<file path="src/rtl/ysyx_22040895_lsu_ctrl_pkg.sv">
// ysyx_22040895_lsu_ctrl_pkg
//   Shared encodings for the load/store sequencer: the control unit's sl and
//   munit fields, the sequencer FSM states, and a helper that gives the
//   unshifted byte-enable pattern for an access width.
package ysyx_22040895_lsu_ctrl_pkg;

  // Access kind coming from the control unit.
  typedef enum logic [1:0] {
    SL_NONE   = 2'b00,
    SL_STORE  = 2'b01,
    SL_LOAD_S = 2'b10,
    SL_LOAD_U = 2'b11
  } sl_e;

  // Access width coming from the control unit.
  typedef enum logic [1:0] {
    MU_B = 2'b00,
    MU_H = 2'b01,
    MU_W = 2'b10,
    MU_D = 2'b11
  } munit_e;

  // Sequencer states.
  typedef enum logic [2:0] {
    ST_IDLE = 3'd0,
    ST_REQ  = 3'd1,
    ST_WAIT = 3'd2,
    ST_RESP = 3'd3,
    ST_ERR  = 3'd4
  } state_e;

  // Byte enables for an access of the given width sitting in lane 0.
  function automatic logic [7:0] lane_mask(input logic [1:0] munit);
    logic [7:0] m;
    case (munit)
      MU_B:    m = 8'h01;
      MU_H:    m = 8'h03;
      MU_W:    m = 8'h0F;
      default: m = 8'hFF;
    endcase
    return m;
  endfunction

endpackage

</file>
<file path="src/rtl/ysyx_22040895_lsu_ctrl_fmt.sv">
// ysyx_22040895_lsu_ctrl_fmt
//   Purely combinational byte-lane unit of the load/store sequencer.
//   Ports:
//     sl_i, munit_i   access kind and width
//     off_i           byte offset inside the doubleword (addr[2:0])
//     wdata_i         right-aligned store data
//     rdata_i         aligned doubleword returned by the bus
//     wmask_o         byte enables shifted to the addressed lanes
//     wdata_o         store data shifted to the addressed lanes
//     misalign_o      access does not sit on its natural boundary
//     rdata_o         load data moved to lane 0 and extended to 64 bits
module ysyx_22040895_lsu_fmt
  import ysyx_22040895_lsu_ctrl_pkg::*;
(
  input  logic [1:0]  sl_i,
  input  logic [1:0]  munit_i,
  input  logic [2:0]  off_i,
  input  logic [63:0] wdata_i,
  input  logic [63:0] rdata_i,
  output logic [7:0]  wmask_o,
  output logic [63:0] wdata_o,
  output logic        misalign_o,
  output logic [63:0] rdata_o
);

  logic [63:0] shifted;
  logic        sign_ext;

  // Store path: both the enables and the data move up by the byte offset.
  always_comb begin
    wmask_o = lane_mask(munit_i) << off_i;
    wdata_o = wdata_i << {off_i, 3'b000};
  end

  // An access is misaligned when the offset is not a multiple of its size;
  // bytes can never be misaligned.
  always_comb begin
    case (munit_i)
      MU_H:    misalign_o = off_i[0];
      MU_W:    misalign_o = |off_i[1:0];
      MU_D:    misalign_o = |off_i;
      default: misalign_o = 1'b0;
    endcase
  end

  // Load path: bring the addressed bytes down to lane 0, then fill the upper
  // bits with either the sign bit or zeros. A doubleword has nothing to fill.
  always_comb begin
    shifted  = rdata_i >> {off_i, 3'b000};
    sign_ext = (sl_i == SL_LOAD_S);
    case (munit_i)
      MU_B:    rdata_o = {{56{sign_ext & shifted[7]}},  shifted[7:0]};
      MU_H:    rdata_o = {{48{sign_ext & shifted[15]}}, shifted[15:0]};
      MU_W:    rdata_o = {{32{sign_ext & shifted[31]}}, shifted[31:0]};
      default: rdata_o = shifted;
    endcase
  end

endmodule

</file>
<file path="src/rtl/ysyx_22040895_lsu_ctrl.sv">
// ysyx_22040895_lsu_ctrl
//   Multi-cycle load/store sequencer between the control unit and a
//   single-port 64-bit data memory bus. One access is latched in IDLE, a
//   doubleword-aligned request is held on the bus until granted, the response
//   is awaited, and the result is reported with a one-cycle done pulse.
//   Ports:
//     clk, rst                          clock, synchronous active-high reset
//     req_valid_i, sl_i, munit_i,
//     addr_i, wdata_i                   access presented by the EX/MEM stage
//     stall_o                           hold the pipeline while the access runs
//     done_o, err_o, rdata_o            completion pulse, error flag, load data
//     mem_req_o, mem_we_o, mem_addr_o,
//     mem_wmask_o, mem_wdata_o          bus request side
//     mem_gnt_i, mem_rvalid_i,
//     mem_rdata_i                       bus grant and response side
module ysyx_22040895_lsu_ctrl
  import ysyx_22040895_lsu_ctrl_pkg::*;
#(
  parameter int ADDR_W  = 64,
  parameter int TIMEOUT = 255
) (
  input  logic              clk,
  input  logic              rst,
  input  logic              req_valid_i,
  input  logic [1:0]        sl_i,
  input  logic [1:0]        munit_i,
  input  logic [ADDR_W-1:0] addr_i,
  input  logic [63:0]       wdata_i,
  output logic              stall_o,
  output logic              done_o,
  output logic              err_o,
  output logic [63:0]       rdata_o,
  output logic              mem_req_o,
  output logic              mem_we_o,
  output logic [ADDR_W-1:0] mem_addr_o,
  output logic [7:0]        mem_wmask_o,
  output logic [63:0]       mem_wdata_o,
  input  logic              mem_gnt_i,
  input  logic              mem_rvalid_i,
  input  logic [63:0]       mem_rdata_i
);

  localparam int CNT_W = (TIMEOUT > 0) ? $clog2(TIMEOUT + 1) : 1;
  localparam logic [CNT_W-1:0] CNT_LAST = (TIMEOUT > 0) ? CNT_W'(TIMEOUT - 1) : '0;

  state_e              state_q, state_d;
  logic [1:0]          sl_q, sl_d;
  logic [1:0]          munit_q, munit_d;
  logic [2:0]          off_q, off_d;
  logic [ADDR_W-1:3]   addr_hi_q, addr_hi_d;
  logic [7:0]          wmask_q, wmask_d;
  logic [63:0]         wdata_q, wdata_d;
  logic [63:0]         rdata_q, rdata_d;
  logic [CNT_W-1:0]    cnt_q, cnt_d;

  logic                idle;
  logic                accept;
  logic                timeout_hit;
  logic [CNT_W-1:0]    cnt_inc;
  logic [1:0]          fmt_munit;
  logic [2:0]          fmt_off;
  logic [7:0]          fmt_wmask;
  logic [63:0]         fmt_wdata;
  logic                fmt_misalign;
  logic [63:0]         fmt_rdata;

  // The formatter sees the live inputs while IDLE, so the misalign decision
  // and the shifted mask/data are ready to be latched in the accept cycle.
  // Afterwards it sees the latched access so the load extension in WAIT uses
  // the width and offset of the access in flight.
  always_comb begin
    idle      = (state_q == ST_IDLE);
    fmt_munit = idle ? munit_i : munit_q;
    fmt_off   = idle ? addr_i[2:0] : off_q;
  end

  ysyx_22040895_lsu_fmt u_fmt (
    .sl_i       (sl_q),
    .munit_i    (fmt_munit),
    .off_i      (fmt_off),
    .wdata_i    (wdata_i),
    .rdata_i    (mem_rdata_i),
    .wmask_o    (fmt_wmask),
    .wdata_o    (fmt_wdata),
    .misalign_o (fmt_misalign),
    .rdata_o    (fmt_rdata)
  );

  // State and access registers. Reset returns to IDLE and clears everything,
  // which also aborts any access in flight.
  always_ff @(posedge clk) begin
    if (rst) begin
      state_q   <= ST_IDLE;
      sl_q      <= SL_NONE;
      munit_q   <= MU_B;
      off_q     <= '0;
      addr_hi_q <= '0;
      wmask_q   <= '0;
      wdata_q   <= '0;
      rdata_q   <= '0;
      cnt_q     <= '0;
    end else begin
      state_q   <= state_d;
      sl_q      <= sl_d;
      munit_q   <= munit_d;
      off_q     <= off_d;
      addr_hi_q <= addr_hi_d;
      wmask_q   <= wmask_d;
      wdata_q   <= wdata_d;
      rdata_q   <= rdata_d;
      cnt_q     <= cnt_d;
    end
  end

  // Next-state logic. The timeout counter runs in REQ and WAIT and trips on
  // the TIMEOUT-th cycle spent there. A grant in REQ or a response in WAIT
  // always takes priority over the timeout, and responses are only honoured
  // in WAIT, so an rvalid arriving together with the grant is dropped.
  always_comb begin
    state_d     = state_q;
    sl_d        = sl_q;
    munit_d     = munit_q;
    off_d       = off_q;
    addr_hi_d   = addr_hi_q;
    wmask_d     = wmask_q;
    wdata_d     = wdata_q;
    rdata_d     = rdata_q;
    cnt_d       = cnt_q;
    accept      = req_valid_i && (sl_i != SL_NONE);
    timeout_hit = (TIMEOUT != 0) && (cnt_q >= CNT_LAST);
    cnt_inc     = (cnt_q == '1) ? cnt_q : cnt_q + CNT_W'(1);

    case (state_q)
      ST_IDLE: begin
        cnt_d = '0;
        if (accept) begin
          sl_d      = sl_i;
          munit_d   = munit_i;
          off_d     = addr_i[2:0];
          addr_hi_d = addr_i[ADDR_W-1:3];
          wmask_d   = fmt_wmask;
          wdata_d   = fmt_wdata;
          state_d   = fmt_misalign ? ST_ERR : ST_REQ;
        end
      end
      ST_REQ: begin
        cnt_d = cnt_inc;
        if (mem_gnt_i) begin
          state_d = ST_WAIT;
        end else if (timeout_hit) begin
          state_d = ST_ERR;
        end
      end
      ST_WAIT: begin
        cnt_d = cnt_inc;
        if (mem_rvalid_i) begin
          rdata_d = (sl_q == SL_STORE) ? 64'd0 : fmt_rdata;
          state_d = ST_RESP;
        end else if (timeout_hit) begin
          state_d = ST_ERR;
        end
      end
      ST_RESP, ST_ERR: begin
        cnt_d   = '0;
        state_d = ST_IDLE;
      end
      default: begin
        cnt_d   = '0;
        state_d = ST_IDLE;
      end
    endcase
  end

  // Outputs. Stall is combinational so the pipeline freezes in the accept
  // cycle, and it drops in RESP/ERR so the pipeline advances on the same edge
  // that returns the sequencer to IDLE. Bus outputs are zero outside REQ.
  always_comb begin
    stall_o     = req_valid_i && (sl_i != SL_NONE) &&
                  (state_q != ST_RESP) && (state_q != ST_ERR);
    done_o      = 1'b0;
    err_o       = 1'b0;
    rdata_o     = '0;
    mem_req_o   = 1'b0;
    mem_we_o    = 1'b0;
    mem_addr_o  = '0;
    mem_wmask_o = '0;
    mem_wdata_o = '0;
    case (state_q)
      ST_REQ: begin
        mem_req_o   = 1'b1;
        mem_we_o    = (sl_q == SL_STORE);
        mem_addr_o  = {addr_hi_q, 3'b000};
        mem_wmask_o = wmask_q;
        mem_wdata_o = (sl_q == SL_STORE) ? wdata_q : 64'd0;
      end
      ST_RESP: begin
        done_o  = 1'b1;
        rdata_o = rdata_q;
      end
      ST_ERR: begin
        done_o = 1'b1;
        err_o  = 1'b1;
      end
      default: begin
      end
    endcase
  end

endmodule

</file>
<file path="config.mk">
export PLATFORM = sky130hd
export DESIGN_NAME = ysyx_22040895_lsu_ctrl
export DESIGN_NICKNAME = d
export VERILOG_FILES = /design/src/rtl/ysyx_22040895_lsu_ctrl_pkg.sv /design/src/rtl/ysyx_22040895_lsu_ctrl_fmt.sv /design/src/rtl/ysyx_22040895_lsu_ctrl.sv
export SDC_FILE = /design/constraint.sdc
export NUM_CORES = 1
export LEC_CHECK = 0
export CORE_ASPECT_RATIO = 1.4
export CORE_MARGIN = 1.5
export CORE_UTILIZATION = 30
export DETAILED_ROUTE_END_ITERATION = 16
export SLEW_MARGIN = 20
export SYNTH_ARGS = -nofsm -noshare
export SYNTH_HDL_FRONTEND = slang
export SYNTH_HIERARCHICAL = 1
export SYNTH_SLANG_ARGS = --single-unit
</file>
<file path="constraint.sdc">
create_clock -name clk -period 7.65 [get_ports clk]
set_clock_uncertainty 0.2 [all_clocks]
set_input_delay 0.765 -clock clk [delete_from_list [all_inputs] [get_ports clk]]
set_output_delay 0.765 -clock clk [all_outputs]
set_load 0.01 [all_outputs]
</file>
* Word level (Yosys, flattened, before mapping) *
Index checks and enable logic that the tools add are counted.

word-level totals
  register bits = 215
  input port bits = 201
  output and inout port bits = 205
  logic and storage cells = 65

cells by class
  $add $sub $neg = 1
  $lt $le $gt $ge = 1
  equal/unequal tests = 13
  shift operators = 3
  muxes and demuxes = 21
  bitwise operators = 4
  reduce and logical (&&, ||, !) cells = 13

operators with widths
  operator                                                   number
  two-way mux 64 bit                                         5
  case mux 64 bit (3 select lines)                           1
  << shifter 64 x 6 -> 64 bit                                1
  >> shifter 64 x 6 -> 64 bit                                1
  case mux 8 bit (3 select lines)                            1
  two-way mux 3 bit                                          6
  case mux 3 bit (3 select lines)                            1
  adder 8 x 1 -> 8 bit (second input constant)               1
  == test 8 bit (second input constant)                      1
  greater-or-equal comparator 8 bit (second input constant)  1
  two-way mux 8 bit                                          1
  OR reduction 2 bit                                         4
  << shifter 8 x 3 -> 8 bit                                  1
  == test 2 bit (second input constant)                      3
  == test 3 x 2 -> 1 bit (second input constant)             2
  == test 2 x 1 -> 1 bit (second input constant)             2
  two-way mux 1 bit                                          4
  AND reduction 2 bit                                        2
  bitwise AND 1 bit                                          3
  == test 3 x 1 -> 1 bit (second input constant)             1
  == test 3 bit (second input constant)                      1
  logical AND 1 bit                                          3
  zero test 3 bit                                            1
  inequality test 3 x 2 -> 1 bit (second input constant)     1
  8 further kinds                                            8

* Depth between registers and ports, before layout *
  depth after elaboration = 7
  gate-level depth with buffers = 17
  depth with buffers taken out = 9

* By module *
The synthesis kept the hierarchy.

modules (own cells, without submodules)
  module                  instances  cells each  area an instance (um2)  seq. area each (um2)
  ysyx_22040895_lsu_ctrl  1          1243        9640.5                  4304.1
  ysyx_22040895_lsu_fmt   1          595         4401.7                  0.0

* Least setup slack after synthesis *
No wires, ideal clock.

  path kind = register -> register
  start = register state_q[0]
  end = register state_q[0]
  library setup time = 0.095 ns
  arrival time = 2.969 ns
  required time = 7.355 ns
  slack = 4.386 ns
  stages on the path, launching flop included = 16
  buffers on the path = 7
  period minus slack after synthesis = 3.264 ns
  cell sequence = dfxtp_1 > or3_1 > buf_2 > buf_6 > buf_2 > nand2_1 > nand2_1 > buf_2 > buf_2 > buf_2 > clkbuf_1 > a21oi_1 > o22ai_1 > nor2b_1 > or4_1 > a221oi_1

between the ends
  word-level cells in the longest chain between the ends = 7
  elaborated cells on any way between the ends = 18
  those cells by class = eq/ne (6); mux (9); reduce/logical (3)

RTL lines
  what                             line                              RTL
  start: declaration               ysyx_22040895_lsu_ctrl.sv:46      state_e state_q, state_d;
  start signal: assignment         ysyx_22040895_lsu_ctrl.sv:103     state_q <= state_d;
  zero test 3 bit                  ysyx_22040895_lsu_ctrl.sv:72      idle = (state_q == ST_IDLE);
  two-way mux 3 bit                ysyx_22040895_lsu_ctrl.sv:74      fmt_off = idle ? addr_i[2:0] : off_q;
  named net fmt_off[2]             ysyx_22040895_lsu_ctrl.sv:61      logic [2:0] fmt_off;
  OR reduction 3 bit               ysyx_22040895_lsu_ctrl_fmt.sv:41  MU_D: misalign_o = |off_i;
  case mux 1 bit (3 select lines)  ysyx_22040895_lsu_ctrl_fmt.sv:38  case (munit_i)
  named net fmt_misalign           ysyx_22040895_lsu_ctrl.sv:64      logic fmt_misalign;
  two-way mux 3 bit                ysyx_22040895_lsu_ctrl.sv:143     state_d = fmt_misalign ? ST_ERR : ST_REQ;
  two-way mux 3 bit                ysyx_22040895_lsu_ctrl.sv:136     if (accept) begin
  case mux 3 bit (3 select lines)  ysyx_22040895_lsu_ctrl.sv:133     case (state_q)

The timed path passes the listed nets, and every way through them passes these cells. The select of a mux whose other input is x is not followed.
A chain may end at the register's enable or synchronous reset.

* Final worst setup path *
  start = register state_q[1]
  end = register rdata_q[38]

between the ends
  word-level cells in the longest chain between the ends = 6
  elaborated cells on any way between the ends = 14
  those cells by class = eq/ne (3); shift (1); mux (4); bitwise (3); reduce/logical (3)

RTL lines
  what                                         line                                                                                                  RTL
  zero test 3 bit (*)                          ysyx_22040895_lsu_ctrl.sv:72
  two-way mux 3 bit (*)                        ysyx_22040895_lsu_ctrl.sv:74
  named net fmt_off[2]                         ysyx_22040895_lsu_ctrl.sv:61
  >> shifter 64 x 6 -> 64 bit (*)              ysyx_22040895_lsu_ctrl_fmt.sv:49                                                                      shifted = rdata_i >> {off_i, 3'b000};
  bitwise AND 1 bit, on equally long branches  ysyx_22040895_lsu_ctrl_fmt.sv:54, ysyx_22040895_lsu_ctrl_fmt.sv:52, ysyx_22040895_lsu_ctrl_fmt.sv:53
  case mux 64 bit (3 select lines) (*)         ysyx_22040895_lsu_ctrl_fmt.sv:51                                                                      case (munit_i)
  named net fmt_rdata[38]                      ysyx_22040895_lsu_ctrl.sv:65                                                                          logic [63:0] fmt_rdata;
  two-way mux 64 bit (*)                       ysyx_22040895_lsu_ctrl.sv:157                                                                         rdata_d = (sl_q == SL_STORE) ? 64'd0 : fmt_rdata;
  end signal: assignment                       ysyx_22040895_lsu_ctrl.sv:110                                                                         rdata_q <= rdata_d;
  end: declaration                             ysyx_22040895_lsu_ctrl.sv:53                                                                          logic [63:0] rdata_q, rdata_d;

Mark *: on every way through the listed nets, which the timed path passes. The rest lies on a longest branch.

==> results.sh <==
export IMPL_outcome="completed"
export IMPL_drv_cap=0
export IMPL_path_clk_slew_ps=60
export IMPL_first_global_vias=14300
export IMPL_ios=406
export IMPL_hold_viol=0
export IMPL_critical_path_class="reg -> reg"
export IMPL_drt_first_pass_iters=5
export IMPL_cts_hold_buf=0
export IMPL_grt_max_degree=130
export IMPL_fmax_ghz=0.195
export IMPL_gr_total_overflow=0
export IMPL_clock_sinks=215
export IMPL_wl_per_cell_um=21.3
export IMPL_multi_input_area_um2=8840
export IMPL_cp_depth=12
export IMPL_rsz0062_at_grt="false"
export IMPL_drive_above_1_share=0.0822
export IMPL_end_kind="flop"
export IMPL_dp_hpwl_mm=40.6
export IMPL_pre_cts_slack_ps=2560
export IMPL_syn_area_um2=14000
export IMPL_port_buffers=402
export IMPL_initial_core_util=0.305
export IMPL_power_density_nw_per_um2=215
export IMPL_syn_inst=1838
export IMPL_syn_to_final_growth_pct=34.8
export IMPL_worst_slew_pin_slew_ps=1070
export IMPL_peakVddDrop_v=0.000140
export IMPL_drc=0
export IMPL_cts_tree="built"
export IMPL_r2r_cells=12
export IMPL_cts_max_level=1
export IMPL_async_flop_share=0
export IMPL_slew_viol_final=0
export IMPL_reg2reg_from="state_q[1]$_SDFFE_PP0P_"
export IMPL_routed_via_count=15000
export IMPL_cts_root_buf="clkbuf_16"
export IMPL_power_leakage_nw=6.60
export IMPL_crit_start="state_q[1]$_SDFFE_PP0P_"
export IMPL_grt_usage=0.228
export IMPL_finalWorstSetupSlack_ps=2510
export IMPL_crit_fanout=93
export IMPL_ys_seq_elements=215
export IMPL_nFillCells=4786
export IMPL_cts_buffer_depth=3
export IMPL_routabilityCongestion=0.913
export IMPL_max_stage_delay_ps=760
export IMPL_ctsResizeCount=0
export IMPL_utilization=0.411
export IMPL_postCtsSetupBuffers=0
export IMPL_coreArea_um2=46100
export IMPL_synth_area_leaders="dfxtp_1 (31%), and2_1 (9.3%), a21oi_1 (8.8%)"
export IMPL_yosys_area_top_type="dfxtp_1"
export IMPL_hp_start="rdata_q[26]$_SDFFE_PP0P_"
export IMPL_required_ps=7900
export IMPL_dpl_cell_area_um2=18100
export IMPL_fin_area_um2=18900
export IMPL_crit_family="buffers and inverters"
export IMPL_cts_buffers=25
export IMPL_grt_pass1_wl_mm=85.2
export IMPL_synth_ff_type="dfxtp_1"
export IMPL_drt_iter0_drc=1332
export IMPL_crit_chain="or3_4, buf_4, nand2_1, nand2_4, buf_4, nor2_1, a2111oi_0, o21ai_4, buf_4, nand4_2, nand3_1, a21oi_1"
export IMPL_regArea_um2=4300
export IMPL_slowest_stage="buf_4"
export IMPL_synth_avg_cell_area_um2=7.64
export IMPL_final_nets=2290
export IMPL_antenna_found_initial=3
export IMPL_finalSetupViolCount=0
export IMPL_dieArea_um2=48100
export IMPL_synth_edff_count=0
export IMPL_hold_path_class="reg -> reg"
export IMPL_yosysWarnings=6
export IMPL_tns_ps=0
export IMPL_cp_start_kind="flop"
export IMPL_routed_wl_mm=57.9
export IMPL_slew_limit_headroom=0.286
export IMPL_ys_seq_area_frac=0.307
export IMPL_rows=93
export IMPL_worst_hold_path_num_cells=2
export IMPL_min_period_ps=5140
export IMPL_die_w_um=186
export IMPL_ant_nets=0
export IMPL_die_h_um=259
export IMPL_yosys_area_top_type_share=0.307
export IMPL_synth_cell_types=57
export IMPL_arrival_ps=5390
export IMPL_routed_via_density=5.49
export IMPL_crit_buf_inv=3
export IMPL_timing_final_crit_share=0.671
export IMPL_insertion_delay_ps=530
export IMPL_finalPower_w=0.00406
export IMPL_critPathMostFrequentCell="buf_4"
## worst paths after layout
path	to	slack, ps
worst max-delay path	rdata_q[38]$_SDFFE_PP0P_	2510
worst min-delay path	rdata_q[26]$_SDFFE_PP0P_	250
worst max register to register	rdata_q[38]$_SDFFE_PP0P_	2510
worst min register to register	rdata_q[26]$_SDFFE_PP0P_	250
## synthesized netlist by cell type, types with 9 or more instances
cell type	instances
a31oi_1	9
nand2b_1	13
o21ai_0	171
or3_1	9
nand2_1	162
mux2i_1	79
dfxtp_1	215
buf_4	16
o211ai_1	16
nand4_2	28
buf_6	9
nor2_1	84
mux4_2	33
clkbuf_1	107
o22ai_1	19
and2_1	208
mux2_2	31
a21oi_1	246
buf_2	60
nor3_1	12
nand3_1	212
## cell families after synthesis
group / Yosys count / synth area share
and+or+nand+nor: 757 / 0.289
adders and majority gates: 2 / 0.00178
xor gates and xnor gates: 1 / 0.000624
DFF: 215 / 0.307
buffers and inverters: 211 / 0.0714
other: 1 / 0.000267
AOI/OAI and AO/OA: 507 / 0.196
muxes: 144 / 0.135
## metrics by stage
| stage | hold WS, ps | cells |
|---|---|---|
| CTS | 248 | 2720 |
| global placement | 237 | 2676 |
| global route | 259 | 2724 |
| floorplan | 227 | 1840 |
| detailed placement | 241 | 2676 |
| finish | 246 | 2724 |
## layout make-up
type	instances	area share
Multi-Input combinational cell	1414	0.467
Sequential cell	215	0.227
Timing Repair Buffer	424	0.222
Tap cell	617	0.0408
Clock buffer	33	0.0367
Clock inverter	11	0.00443
Inverter	7	0.00139
Antenna cell	3	0.000396
## cell usage in the layout (no fill, tap or decap), types with 4 or more instances in the layout
master / n
a31oi_1: 9
o31ai_1: 7
mux2_2: 31
mux2i_1: 79
o21ai_0: 171
dfxtp_1: 215
o2bb2ai_1: 8
or3_1: 8
nand2_1: 159
and2_1: 208
clkbuf_8: 4
clkinv_2: 9
a22oi_1: 5
nor2_1: 84
nand3_1: 212
clkbuf_16: 25
clkdlybuf4s50_1: 401
o22a_1: 5
a211oi_1: 4
buf_4: 21
a21oi_1: 246
nand2b_1: 12
nor3_1: 11
inv_1: 6
clkbuf_1: 4
nand4_2: 28
mux4_2: 33
nand4_1: 8
o211ai_1: 16
o22ai_1: 19
## sequential cells by signal, summed over array words and instances, names as in the netlist
signal	flops
addr_hi_q	61
sl_q	2
munit_q	2
state_q	3
wdata_q	64
cnt_q	8
rdata_q	64
off_q	3
wmask_q	8
## worst reg2reg max path, delay by kind of cell (launching register included)
family | cells | cell delay (ps)
simple gates | 6 | 1450
buf+inv | 3 | 1770
flops | 1 | 630
compound gates | 3 | 1010
## layer usage
metal  GRT usage  up-vias  routed length (µm)
met4       0.126        0                3060
met5           0        -                   0
li1            -     6984                   -
met3      0.0285      133                3610
met1       0.272     7154               22600
met2       0.394      683               28700
## report_power, final
part	total (W)	leakage (nW)	switching, W	internal (W)
Combinational	0.00162	4.46	0.00101	0.000616
Sequential	0.00127	1.75	0.0000505	0.00122
Clock	0.00117	0.395	0.000504	0.000670
Total	0.00406	6.60	0.00156	0.00250
No activity file was read; power rests on OpenSTA's default activity.
